$ cat src/rtl/multicycle_control.sv
// rtl/multicycle_control.sv - multi-cycle MIPS sequencing FSM with retired-instruction counter
module multicycle_control (
   input  logic        clk,
   input  logic        rst_n,
   input  logic [5:0]  opcode,
   input  logic        mem_ready,
   output logic        PCWrite,
   output logic        PCWriteCond,
   output logic        IorD,
   output logic        MemRead,
   output logic        MemWrite,
   output logic        IRWrite,
   output logic        MemToReg,
   output logic        RegWrite,
   output logic        RegDst,
   output logic        ALUSrcA,
   output logic [1:0]  ALUSrcB,
   output logic [1:0]  PCSrc,
   output logic [2:0]  ALUOp,
   output logic [3:0]  state,
   output logic        illegal,
   output logic [31:0] instr_count
);

   localparam logic [3:0] S_IDLE    = 4'd0;
   localparam logic [3:0] S_FETCH   = 4'd1;
   localparam logic [3:0] S_DECODE  = 4'd2;
   localparam logic [3:0] S_MEMADR  = 4'd3;
   localparam logic [3:0] S_MEMRD   = 4'd4;
   localparam logic [3:0] S_MEMWB   = 4'd5;
   localparam logic [3:0] S_MEMWR   = 4'd6;
   localparam logic [3:0] S_EXEC    = 4'd7;
   localparam logic [3:0] S_RWB     = 4'd8;
   localparam logic [3:0] S_BRANCH  = 4'd9;
   localparam logic [3:0] S_ADDIEX  = 4'd10;
   localparam logic [3:0] S_ADDIWB  = 4'd11;
   localparam logic [3:0] S_JUMP    = 4'd12;
   localparam logic [3:0] S_ILLEGAL = 4'd15;

   localparam logic [5:0] OP_RTYPE = 6'b000000;
   localparam logic [5:0] OP_LW    = 6'b100011;
   localparam logic [5:0] OP_SW    = 6'b101011;
   localparam logic [5:0] OP_BEQ   = 6'b000100;
   localparam logic [5:0] OP_ADDI  = 6'b001000;
   localparam logic [5:0] OP_J     = 6'b000010;

   localparam logic [1:0] SRCB_B    = 2'b00;
   localparam logic [1:0] SRCB_FOUR = 2'b01;
   localparam logic [1:0] SRCB_IMM  = 2'b10;
   localparam logic [1:0] SRCB_IMM4 = 2'b11;

   localparam logic [1:0] PC_ALU    = 2'b00;
   localparam logic [1:0] PC_ALUOUT = 2'b01;
   localparam logic [1:0] PC_JUMP   = 2'b10;

   localparam logic [2:0] ALU_ADD   = 3'b000;
   localparam logic [2:0] ALU_SUB   = 3'b001;
   localparam logic [2:0] ALU_FUNCT = 3'b010;

   logic [3:0]  state_q, state_d;
   logic [31:0] instr_count_q, instr_count_d;
   logic        retire;

   // Next-state selection; opcode only matters in DECODE and MEMADR
   always_comb begin
      state_d = state_q;
      retire  = 1'b0;
      case (state_q)
         S_IDLE:   state_d = S_FETCH;
         S_FETCH:  if (mem_ready) state_d = S_DECODE;
         S_DECODE: begin
            case (opcode)
               OP_RTYPE:     state_d = S_EXEC;
               OP_LW, OP_SW: state_d = S_MEMADR;
               OP_BEQ:       state_d = S_BRANCH;
               OP_ADDI:      state_d = S_ADDIEX;
               OP_J:         state_d = S_JUMP;
               default:      state_d = S_ILLEGAL;
            endcase
         end
         S_MEMADR: state_d = (opcode == OP_SW) ? S_MEMWR : S_MEMRD;
         S_MEMRD:  if (mem_ready) state_d = S_MEMWB;
         S_MEMWB: begin
            state_d = S_FETCH;
            retire  = 1'b1;
         end
         S_MEMWR: begin
            if (mem_ready) begin
               state_d = S_FETCH;
               retire  = 1'b1;
            end
         end
         S_EXEC:   state_d = S_RWB;
         S_RWB, S_BRANCH, S_ADDIWB, S_JUMP: begin
            state_d = S_FETCH;
            retire  = 1'b1;
         end
         S_ADDIEX:  state_d = S_ADDIWB;
         S_ILLEGAL: state_d = S_ILLEGAL;
         // Unused codes 13/14 are treated as a corrupted sequencer
         default:   state_d = S_ILLEGAL;
      endcase
   end

   // Retired-instruction counter wraps naturally at 32 bits
   always_comb begin
      instr_count_d = instr_count_q;
      if (retire) instr_count_d = instr_count_q + 32'd1;
   end

   // State and counter registers
   always_ff @(posedge clk or negedge rst_n) begin
      if (!rst_n) begin
         state_q       <= S_IDLE;
         instr_count_q <= 32'd0;
      end else begin
         state_q       <= state_d;
         instr_count_q <= instr_count_d;
      end
   end

   // Datapath controls from state alone, except the FETCH ready-gated writes
   always_comb begin
      PCWrite     = 1'b0;
      PCWriteCond = 1'b0;
      IorD        = 1'b0;
      MemRead     = 1'b0;
      MemWrite    = 1'b0;
      IRWrite     = 1'b0;
      MemToReg    = 1'b0;
      RegWrite    = 1'b0;
      RegDst      = 1'b0;
      ALUSrcA     = 1'b0;
      ALUSrcB     = SRCB_B;
      PCSrc       = PC_ALU;
      ALUOp       = ALU_ADD;
      illegal     = 1'b0;
      case (state_q)
         S_FETCH: begin
            MemRead = 1'b1;
            ALUSrcB = SRCB_FOUR;
            IRWrite = mem_ready;
            PCWrite = mem_ready;
         end
         S_DECODE: ALUSrcB = SRCB_IMM4;
         S_MEMADR, S_ADDIEX: begin
            ALUSrcA = 1'b1;
            ALUSrcB = SRCB_IMM;
         end
         S_MEMRD: begin
            MemRead = 1'b1;
            IorD    = 1'b1;
         end
         S_MEMWB: begin
            MemToReg = 1'b1;
            RegWrite = 1'b1;
         end
         S_MEMWR: begin
            MemWrite = 1'b1;
            IorD     = 1'b1;
         end
         S_EXEC: begin
            ALUSrcA = 1'b1;
            ALUOp   = ALU_FUNCT;
         end
         S_RWB: begin
            RegDst   = 1'b1;
            RegWrite = 1'b1;
         end
         S_BRANCH: begin
            ALUSrcA     = 1'b1;
            ALUOp       = ALU_SUB;
            PCSrc       = PC_ALUOUT;
            PCWriteCond = 1'b1;
         end
         S_ADDIWB: RegWrite = 1'b1;
         S_JUMP: begin
            PCSrc   = PC_JUMP;
            PCWrite = 1'b1;
         end
         S_ILLEGAL: illegal = 1'b1;
         default: ;
      endcase
   end

   assign state       = state_q;
   assign instr_count = instr_count_q;

endmodule
$ cat config.mk
export PLATFORM = sky130hd
export DESIGN_NAME = multicycle_control
export DESIGN_NICKNAME = d
export VERILOG_FILES = /design/src/rtl/multicycle_control.sv
export SDC_FILE = /design/constraint.sdc
export NUM_CORES = 1
export LEC_CHECK = 0
export ABC_AREA = 0
export BUFFER_PORTS_ARGS = -buffer_cell sky130_fd_sc_hd__buf_2
export CORE_MARGIN = 2
export CORE_UTILIZATION = 25
export CTS_CLUSTER_DIAMETER = 50
export DETAILED_ROUTE_END_ITERATION = 16
export SLEW_MARGIN = 20
export SYNTH_ARGS = -nofsm -noshare
export SYNTH_HDL_FRONTEND = slang
export SYNTH_SLANG_ARGS = --single-unit
$ cat constraint.sdc
create_clock -name clk -period 2.5 [get_ports clk]
set_clock_uncertainty 0.2 [all_clocks]
set_input_delay 0.375 -clock clk [delete_from_list [all_inputs] [get_ports clk]]
set_output_delay 0.375 -clock clk [all_outputs]
set_load 0.05 [all_outputs]
# Word-level counts from Yosys, hierarchy flattened
# Cells that the tools add are included.
[totals] register_bits=36 latchBits=0 ram_bits=0 rom_bits=0 out_inout_bits=54 wordCells=57 n_memories=0
[op_classes] n_addsub=1 multipliers=0 div=0 magnitude_cmp=0 eq_ne=21 n_shift=0 n_mux=22 bitwise=0 n_reduce_logical=11
[op_table] operator="$add A32 B1 Y32 const B" count=1
[op_table] operator="$pmux W4 S8" count=1
[op_table] operator="$eq A4 B4 Y1 const B" count=6
[op_table] operator="$pmux W4 S5" count=1
[op_table] operator="$eq A4 B3 Y1 const B" count=4
[op_table] operator="$eq A6 B6 Y1 const B" count=2
[op_table] operator="$mux W4" count=3
[op_table] operator="$mux W1" count=11
[op_table] operator="$eq A4 B2 Y1 const B" count=2
[op_table] operator="$pmux W2 S2" count=2
[op_table] operator="$reduce_or A2 Y1" count=4
[op_table] operator="$eq A6 B2 Y1 const B" count=1
[op_table] operator="$eq A6 B3 Y1 const B" count=1
[op_table] operator="$eq A6 B4 Y1 const B" count=1
[op_table] operator="$logic_not A6 Y1" count=1
[op_table] operator="$ne A2 B2 Y1 const B" count=3
[op_table] operator="$pmux W2 S3" count=1
[op_table] operator="$reduce_or A6 Y1" count=1
[op_table] operator="$reduce_or A5 Y1" count=1
[op_table] operator="$eq A4 B1 Y1 const B" count=1
[op_table] operator="$logic_not A4 Y1" count=1
[op_table] operator="$pmux W1 S2" count=2
[op_table] operator="$reduce_or A4 Y1" count=1
[op_table] operator="$reduce_and A3 Y1" count=1
[op_table] operator="other kinds (2)" count=2

# Depth between registers and ports, before layout
# Gate-level depths: netlist of the first run.
[logic_depth] ltp_word=4 ltp_mapped=7

# Worst setup path after synthesis of the first run
# OpenSTA, ideal clock, no wires.
[synth_timing] path_kind="flip-flop to output port" start="reg state_q[2] (netlist: state[2])" end="out PCWrite" t_arrival_ps=2708 t_required_ps=1925 path_slack_ps=-783 path_stages_with_launch=5 cell_sequence="dfrtp_1 -> clkbuf_1 -> nand2_1 -> nor3_1 -> or2_2"
[synth_between] elab_chain_cells=2
[synth_rtl] element="start, declared" line_no="60" source="logic [3:0] state_q, state_d;"
[synth_rtl] element="start signal, assigned" line_no="117" source="state_q <= state_d;"
[synth_rtl] element="$eq A4 B4 Y1 / $eq A4 B1 Y1 (equally long branches)" line_no="138" source="case (state_q)"
[synth_rtl] element="$pmux W1 S2 *" line_no="138"
[synth_rtl] element="end, declared" line_no="7" source="output logic PCWrite,"
# Every way passes the cells marked *; elsewhere a longest branch is shown, timed or not.

# Worst setup path in the final report of the first run
[layout_timing] start="reg state_q[0] (netlist: state[0])" end="out PCWrite"
# Same word-level chain as after synthesis.

==> impl_metrics.ini, run 1 <==
[global_routing]
antenna_found_initial = 0
grt_first_pass_wirelength_um = 8030
grt-ovfl-total = 0
top_usage_layer = met2
use_met1_pct = 15.4
use_met3_pct = 3.35
track_usage_pct = 11.5
grt_max_degree = 37
gr-usage-met2_pct = 18.0
grt_pass1_vias = 1617

[final_layout]
fillers = 826
finalInstanceArea_um2 = 2550
multiInputGateArea_um2 = 1080
diodes = 0
nets = 282
syn_to_final_growth_pct = 24.7
regArea_um2 = 902
drive_above_1_share_pct = 32.2

[logic_synthesis]
yosys_warnings = 0
synth_area_leaders = dfrtp_1 (44%), xnor2_1 (12%), nand2_1 (3.7%), xor2_1 (3.4%), nand3_1 (2.9%)
synthFlopType = dfrtp_1
synth_top_area_share_pct = 44.1
syn-num-nets = 223
synth_area_per_cell_um2 = 9.59
syn_area_um2 = 2040
synthDistinctLibCells = 47
synthCells = 213
ys_seq_area_share_pct = 44.1
yosysTopAreaCell = dfrtp_1
synth_seq_cells = 36
async_reset_ff_share_pct = 100
synth-edff-count = 0

[clocking]
clock_sinks = 36
cts.htree.levels = 2
clk_latency_ns = 0.28
cts_buffers = 5
path_clk_slew_ns = 0.07
post_cts_buffers = 0
clock_tree.buffer_depth = 2
cts_tree = built
cts_root_buffer = clkbuf_8

[power]
vdd_drop_max_mv = 0.793
p_leak_nw = 1.24
intPower_mw = 1.27
swShare_pct = 52.7
p_per_area_nw_per_um2 = 1060
p_total_mw = 2.69
power_switching_mw = 1.42
seqPwrFrac_pct = 30.5
power_frac_clock_pct = 15.8
comb_power_share_pct = 53.7

[worst_setup_path]
crit_fanout = 18
r2r_cells = 5
crit_path_cell_trace = nand2_1 > nor2_1 > or2_2 > buf_2
crit_arrival_ns = 1.76
cp_slowest_cell = dfrtp_1
critPathMaxStageDelay_ns = 0.70
critical_path_required_ns = 1.92
worst_setup_path_end_kind = primary output
crit_type = reg2out
crit_path_start_kind = flop

[place]
place_area_um2 = 2450
portBuffers = 61
place_hpwl_um = 3520
gp_congestion = 0.841
place_ws_ns = 0.357

[floorplan]
start_util_pct = 26.2
coreArea_um2 = 7810
die_width_um = 94.4
rows = 32
die_area_um2 = 8910
ioPinCount = 63
die_height_um = 94.4

[routing]
dr_total_vias = 1716
first_pass_iters = 4
viasPerCell = 4.58
drt_wl_total_um = 4800
drtIter0Drc = 64
avgRoutedWirePerCell_um = 12.8
ant_nets = 0
drc = 0

[sta]
hold_slack_ns = -0.0199
fmax_mhz = 427
setup_viol = 0
hold_violations = 36
relSlewSlack_pct = 45.7
fin_crit_sh_pct = 93.6
drv_slew = 0
rsz0062_at_grt = no
worst_pin_slew_ns = 0.815
fin_ws_ns = 0.161
fin_setup_tns_ns = 0
fin_crit_ns = 2.34

[outcome]
status = finished, violations left
violations = hold timing

[hold_path]
hold_class = in2async

[run]
maxCapViolCount = 0
cell families after synthesis:
kind of cell / share of synthesized area [%]
xor+xnor: 15.0
buf+inv: 3.86
simple gates: 27.0
compound gates: 8.21
flops: 44.1
mux: 1.04
other cells: 0.184
fa+ha+maj: 0.613
worst paths after layout:
path | start | endpoint | slack, ns
worst max-delay path | state[0] | PCWrite | 0.16
worst min-delay path | rst_n | instr_count[4] | -0.02
worst max register to register | state[3] | instr_count[9] | 0.44
worst min register to register | instr_count[31] | instr_count[31] | 0.27
max in group asynchronous | rst_n | state[3] | 1.55
min in group clk | mem_ready | state[1] | 0.24
state kept, by name (all words and copies together), names as in the netlist:
| register | cells |
|---|---|
| state | 4 |
| instr_count | 32 |
what timing repair did:
action,4_1_cts,5_1_grt
resized for setup,0,1
hold buffers,0,0
endpoints found under the setup margin,0,3
cells in the mapped netlist (2+ instances only):
master / n
nand2_1: 20
xor2_1: 8
nand3_1: 12
and2_1: 3
nor2_1: 16
nor4_1: 3
and3_1: 5
or3_1: 2
a21oi_1: 5
nor3_1: 6
nand2b_1: 5
o21ai_0: 8
o211ai_1: 2
xnor2_1: 27
buf_2: 3
nand4_1: 7
nor2b_1: 2
or4_1: 2
clkbuf_1: 6
and4_1: 3
dfrtp_1: 36
inv_1: 3
buf_4: 4
a211oi_1: 2
metal layers:
layer,vias to the layer above,routed length [um]
met2,57,2130
met5,-,0
met4,0,66
li1,853,-
met3,5,336
met1,801,2270
cells in the final DEF (no fill, tap or decap), types with 2 or more instances in the layout:
cell      Yosys  routed
nor3_1        6       3
or4_1         2       2
a211oi_1      2       2
dfrtp_1      36      35
o211ai_1      2       2
xnor2_1      27      27
and3_1        5       5
xor2_1        8       8
clkbuf_8      0       6
nor2_1       16      15
and2_1        3       3
buf_2         3      61
inv_1         3       3
o21ai_0       8       7
nand4_1       7       7
clkbuf_1      6       2
a21oi_1       5       5
or3_1         2       2
buf_4         4       4
nand2_1      20      20
and4_1        3       3
nor3_2        1       4
nor2b_1       2       2
nor4_1        3       3
nand3_1      12      12
nand2b_1      5       5
cell type report:
type	instances	share of cell area, %
multi-input cells	161	42.4
flip-flops and latches	36	35.4
repair buffers	65	13.2
well taps	102	5.01
clock buffers	8	3.54
inverters	3	0.442
through the flow:
stage	cells	utilization, %
after floorplan	213	-
after global placement	367	31.4
after detailed placement	367	31.4
after CTS	375	32.6
after global routing	375	32.6
final	375	32.6
power by group through the flow:
stage	Clock [mW]	Sequential (mW)	Combinational (mW)
3_3_place_gp	0	0.821	1.45
4_1_cts	0.443	0.818	1.46
6_report	0.425	0.820	1.44
2_1_floorplan	0	1.01	0.942
5_1_grt	0.476	0.839	1.54
3_5_place_dp	0	0.828	1.45
critical path: cells and delay by family, from the launching register on:
family        cells  cell delay (ns)
buf+inv           1             0.25
flops             1             0.70
simple gates      3             0.52
No activity file was read; power rests on OpenSTA's default activity.
==> run 2: changes to the inputs <==
Clock period 2.5 ns to 2.9 ns, I/O delays scaled along.
==> impl_metrics.ini, run 2 (same netlist as run 1, synthesis figures left out) <==
[outcome]
status = completed

[floorplan]
rows = 32
start_util_pct = 26.2
die_width_um = 94.4
ioPinCount = 63
die_height_um = 94.4
die_area_um2 = 8910
coreArea_um2 = 7810

[sta]
drv_slew = 0
fin_setup_tns_ns = 0
setup_viol = 0
fmax_mhz = 391
rsz0062_at_grt = no
fin_crit_ns = 2.56
hold_violations = 0
fin_crit_sh_pct = 88.2
relSlewSlack_pct = 46.4
worst_pin_slew_ns = 0.805

[final_layout]
syn_to_final_growth_pct = 22.4
diodes = 0
nets = 278
largest_register_ffs = 32
final_common_cell = buf_2
most-common-layout-cells = buf_2 (61), dfrtp_1 (36), xnor2_1 (27)
finalInstanceArea_um2 = 2500
drive_above_1_share_pct = 30.6

[power]
comb_power_share_pct = 51.9
swShare_pct = 53.7
power_frac_clock_pct = 14.7
power_switching_mw = 1.20
vdd_drop_max_mv = 0.862
p_leak_nw = 1.21
seqPwrFrac_pct = 33.4
intPower_mw = 1.04
p_per_area_nw_per_um2 = 896

[global_routing]
antenna_found_initial = 0
grt_pass1_vias = 1584
grt-ovfl-total = 0
grt_first_pass_wirelength_um = 7790
track_usage_pct = 11.0
grt_max_degree = 37

[clocking]
clk_latency_ns = 0.28
cts_buffers = 5
clock_tree.buffer_depth = 2
path_clk_slew_ns = 0.07
cts_root_buffer = clkbuf_8
post_cts_buffers = 0
cts.htree.levels = 2
cts_resized = 0
hold_buffers = 0
cts_tree = built
clock_sinks = 36

[worst_setup_path]
crit_fanout = 18
worst_setup_path_end_kind = primary output
cp_top_family = flip-flops
crit_path_start_kind = flop
crit_arrival_ns = 1.92
critical_path_required_ns = 2.27
critPathMaxStageDelay_ns = 0.69
crit_type = reg2out
cp_slowest_cell = dfrtp_1
cp_num_cells = 5
crit_path_cell_trace = inv_1 > nand2_1 > nor2_1 > or2_2 > buf_2
r2r_cells = 5
cp_num_buf_inv = 2

[place]
place_area_um2 = 2420
place_hpwl_um = 3350
gp_congestion = 0.772
portBuffers = 61

[routing]
dr_total_vias = 1719
drt_wl_total_um = 4620
first_pass_iters = 4
viasPerCell = 4.65
drc = 0
avgRoutedWirePerCell_um = 12.5
ant_nets = 0
drtIter0Drc = 106

[hold_path]
hold_class = in2async

[run]
maxCapViolCount = 0
run 2: area by class of cell:
cell class,instances,area [um^2]
tap,102,128
timing repair buffer,61,305
clock inverter,1,5.00
inverter,3,11.3
multi-input combinational,161,1080
clock buffer,6,72.6
sequential,36,901
fill,834,5310
run 2: final timing paths:
check,slack [ns],endpoint,from
min in group clk,0.27,instr_count[31],instr_count[31]
worst min register to register,0.27,instr_count[31],instr_count[31]
worst min-delay path,0.04,instr_count[4],rst_n
max in group asynchronous,1.96,instr_count[20],rst_n
worst max-delay path,0.34,PCWrite,state[1]
worst max register to register,0.66,instr_count[9],state[2]
run 2: stage by stage:
| step | power (mW) | utilization [%] | worst slack (ns) | instances | hold WS [ns] |
|---|---|---|---|---|---|
| 2_1_floorplan | 1.68 | - | 0.00918 | 213 | -0.0606 |
| 3_3_place_gp | 1.92 | 31.0 | 0.707 | 363 | 0.257 |
| 3_5_place_dp | 1.93 | 31.0 | 0.660 | 363 | 0.262 |
| 4_1_cts | 2.26 | 32.0 | 0.351 | 370 | 0.0639 |
| 5_1_grt | 2.38 | 32.0 | 0.199 | 370 | 0.0935 |
| 6_report | 2.24 | 32.0 | 0.343 | 370 | 0.0393 |
run 2: power groups by stage:
stage	combinational [mW]	clock, mW	sequential (mW)
global placement	1.17	0	0.748
floorplan	0.806	0	0.874
detailed placement	1.17	0	0.756
CTS	1.18	0.342	0.746
global route	1.25	0.363	0.766
finish	1.16	0.329	0.748
run 2: layer usage:
metal | wire (um) | vias up | track usage (%)
met3 | 298 | 6 | 2.63
met1 | 2150 | 817 | 14.9
li1 | - | 842 | -
met5 | 0 | - | 0
met4 | 71 | 0 | 3.99
met2 | 2100 | 54 | 17.1
==> run 3: changes to the inputs <==
Settings changed: CTS_BUF_LIST from default to sky130_fd_sc_hd__clkbuf_16.
==> impl_metrics.ini, run 3 (same netlist as run 1, synthesis figures left out) <==
[clocking]
post_cts_buffers = 0
cts_buffers = 5
clock_tree.buffer_depth = 2
path_clk_slew_ns = 0.05
clk_latency_ns = 0.27
cts.htree.levels = 2
cts_root_buffer = clkbuf_16
cts_tree = built
hold_buffers = 0
cts_resized = 0
clock_sinks = 36

[final_layout]
largest_register_ffs = 32
final_common_cell = buf_2
syn_to_final_growth_pct = 25.2
most-common-layout-cells = buf_2 (61), dfrtp_1 (36), xnor2_1 (27)
drive_above_1_share_pct = 30.6
finalInstanceArea_um2 = 2560
utilization_pct = 32.7
diodes = 0
nets = 278

[floorplan]
die_width_um = 94.4
ioPinCount = 63
rows = 32
start_util_pct = 26.2
coreArea_um2 = 7810
die_height_um = 94.4
die_area_um2 = 8910

[routing]
drt_wl_total_um = 4620
dr_total_vias = 1716
avgRoutedWirePerCell_um = 12.5
drtIter0Drc = 119
drc = 0
ant_nets = 0
viasPerCell = 4.64
first_pass_iters = 4

[global_routing]
antenna_found_initial = 0
grt_max_degree = 37
grt_pass1_vias = 1578
grt-ovfl-total = 0
track_usage_pct = 11.1
grt_first_pass_wirelength_um = 7780

[worst_setup_path]
worst_setup_path_end_kind = primary output
critPathMaxStageDelay_ns = 0.68
crit_arrival_ns = 1.91
cp_top_family = flip-flops
crit_path_start_kind = flop
crit_type = reg2out
crit_fanout = 18
cp_slowest_cell = dfrtp_1
crit_path_cell_trace = inv_1 > nand2_1 > nor2_1 > or2_2 > buf_2
cp_num_buf_inv = 2
critical_path_required_ns = 2.27

[sta]
fin_ws_ns = 0.354
rsz0062_at_grt = no
setup_viol = 0
fin_setup_tns_ns = 0
relSlewSlack_pct = 46.7
fmax_mhz = 393
hold_violations = 0
worst_pin_slew_ns = 0.800
fin_crit_sh_pct = 87.8
fin_crit_ns = 2.55
drv_slew = 0

[hold_path]
hold_class = in2async

[place]
gp_congestion = 0.772
place_ws_ns = 0.660
portBuffers = 61
place_area_um2 = 2420
place_hpwl_um = 3350

[outcome]
status = completed

[power]
p_leak_nw = 1.24
vdd_drop_max_mv = 0.884
p_per_area_nw_per_um2 = 941

[run]
maxCapViolCount = 0
-- run 3: through the flow --
| step | total power, mW | hold slack [ns] | instances |
|---|---|---|---|
| finish | 2.41 | 0.0474 | 370 |
| global route | 2.55 | 0.114 | 370 |
| CTS | 2.43 | 0.0768 | 370 |
| detailed placement | 1.93 | 0.262 | 363 |
| global placement | 1.92 | 0.257 | 363 |
| floorplan | 1.68 | -0.0606 | 213 |
-- run 3: cell type report --
class | count | area (um^2)
sequential | 36 | 901
fill | 828 | 5250
clock inverter | 2 | 8.76
multi-input combinational | 161 | 1080
timing repair buffer | 61 | 305
inverter | 3 | 11.3
clock buffer | 5 | 125
tap | 102 | 128
-- run 3: final timing paths --
path                                  from               to  cells past startpoint  slack [ns]
hold reg to reg            instr_count[31]  instr_count[31]                      1        0.27
hold / removal                       rst_n   instr_count[4]                      1        0.05
setup / recovery                  state[1]          PCWrite                      5        0.35
max in group asynchronous            rst_n  instr_count[27]                      1        1.95
min in group clk           instr_count[31]  instr_count[31]                      1        0.27
setup reg to reg                  state[2]  instr_count[15]                      5        0.67
-- run 3: report_power, final --
| group | switching, mW | internal, mW |
|---|---|---|
| Clock | 0.185 | 0.308 |
| Sequential | 0.180 | 0.569 |
| Combinational | 0.858 | 0.306 |
-- run 3: layer usage --
metal / wire length, um / part of all wire [%] / up-vias / global-route usage, %
met3: 289 / 6.3 / 7 / 2.39
met4: 88 / 1.9 / 0 / 5.07
li1: - / - / 846 / -
met5: 0 / 0 / - / 0
met2: 2040 / 44 / 52 / 16.7
met1: 2200 / 48 / 811 / 15.2
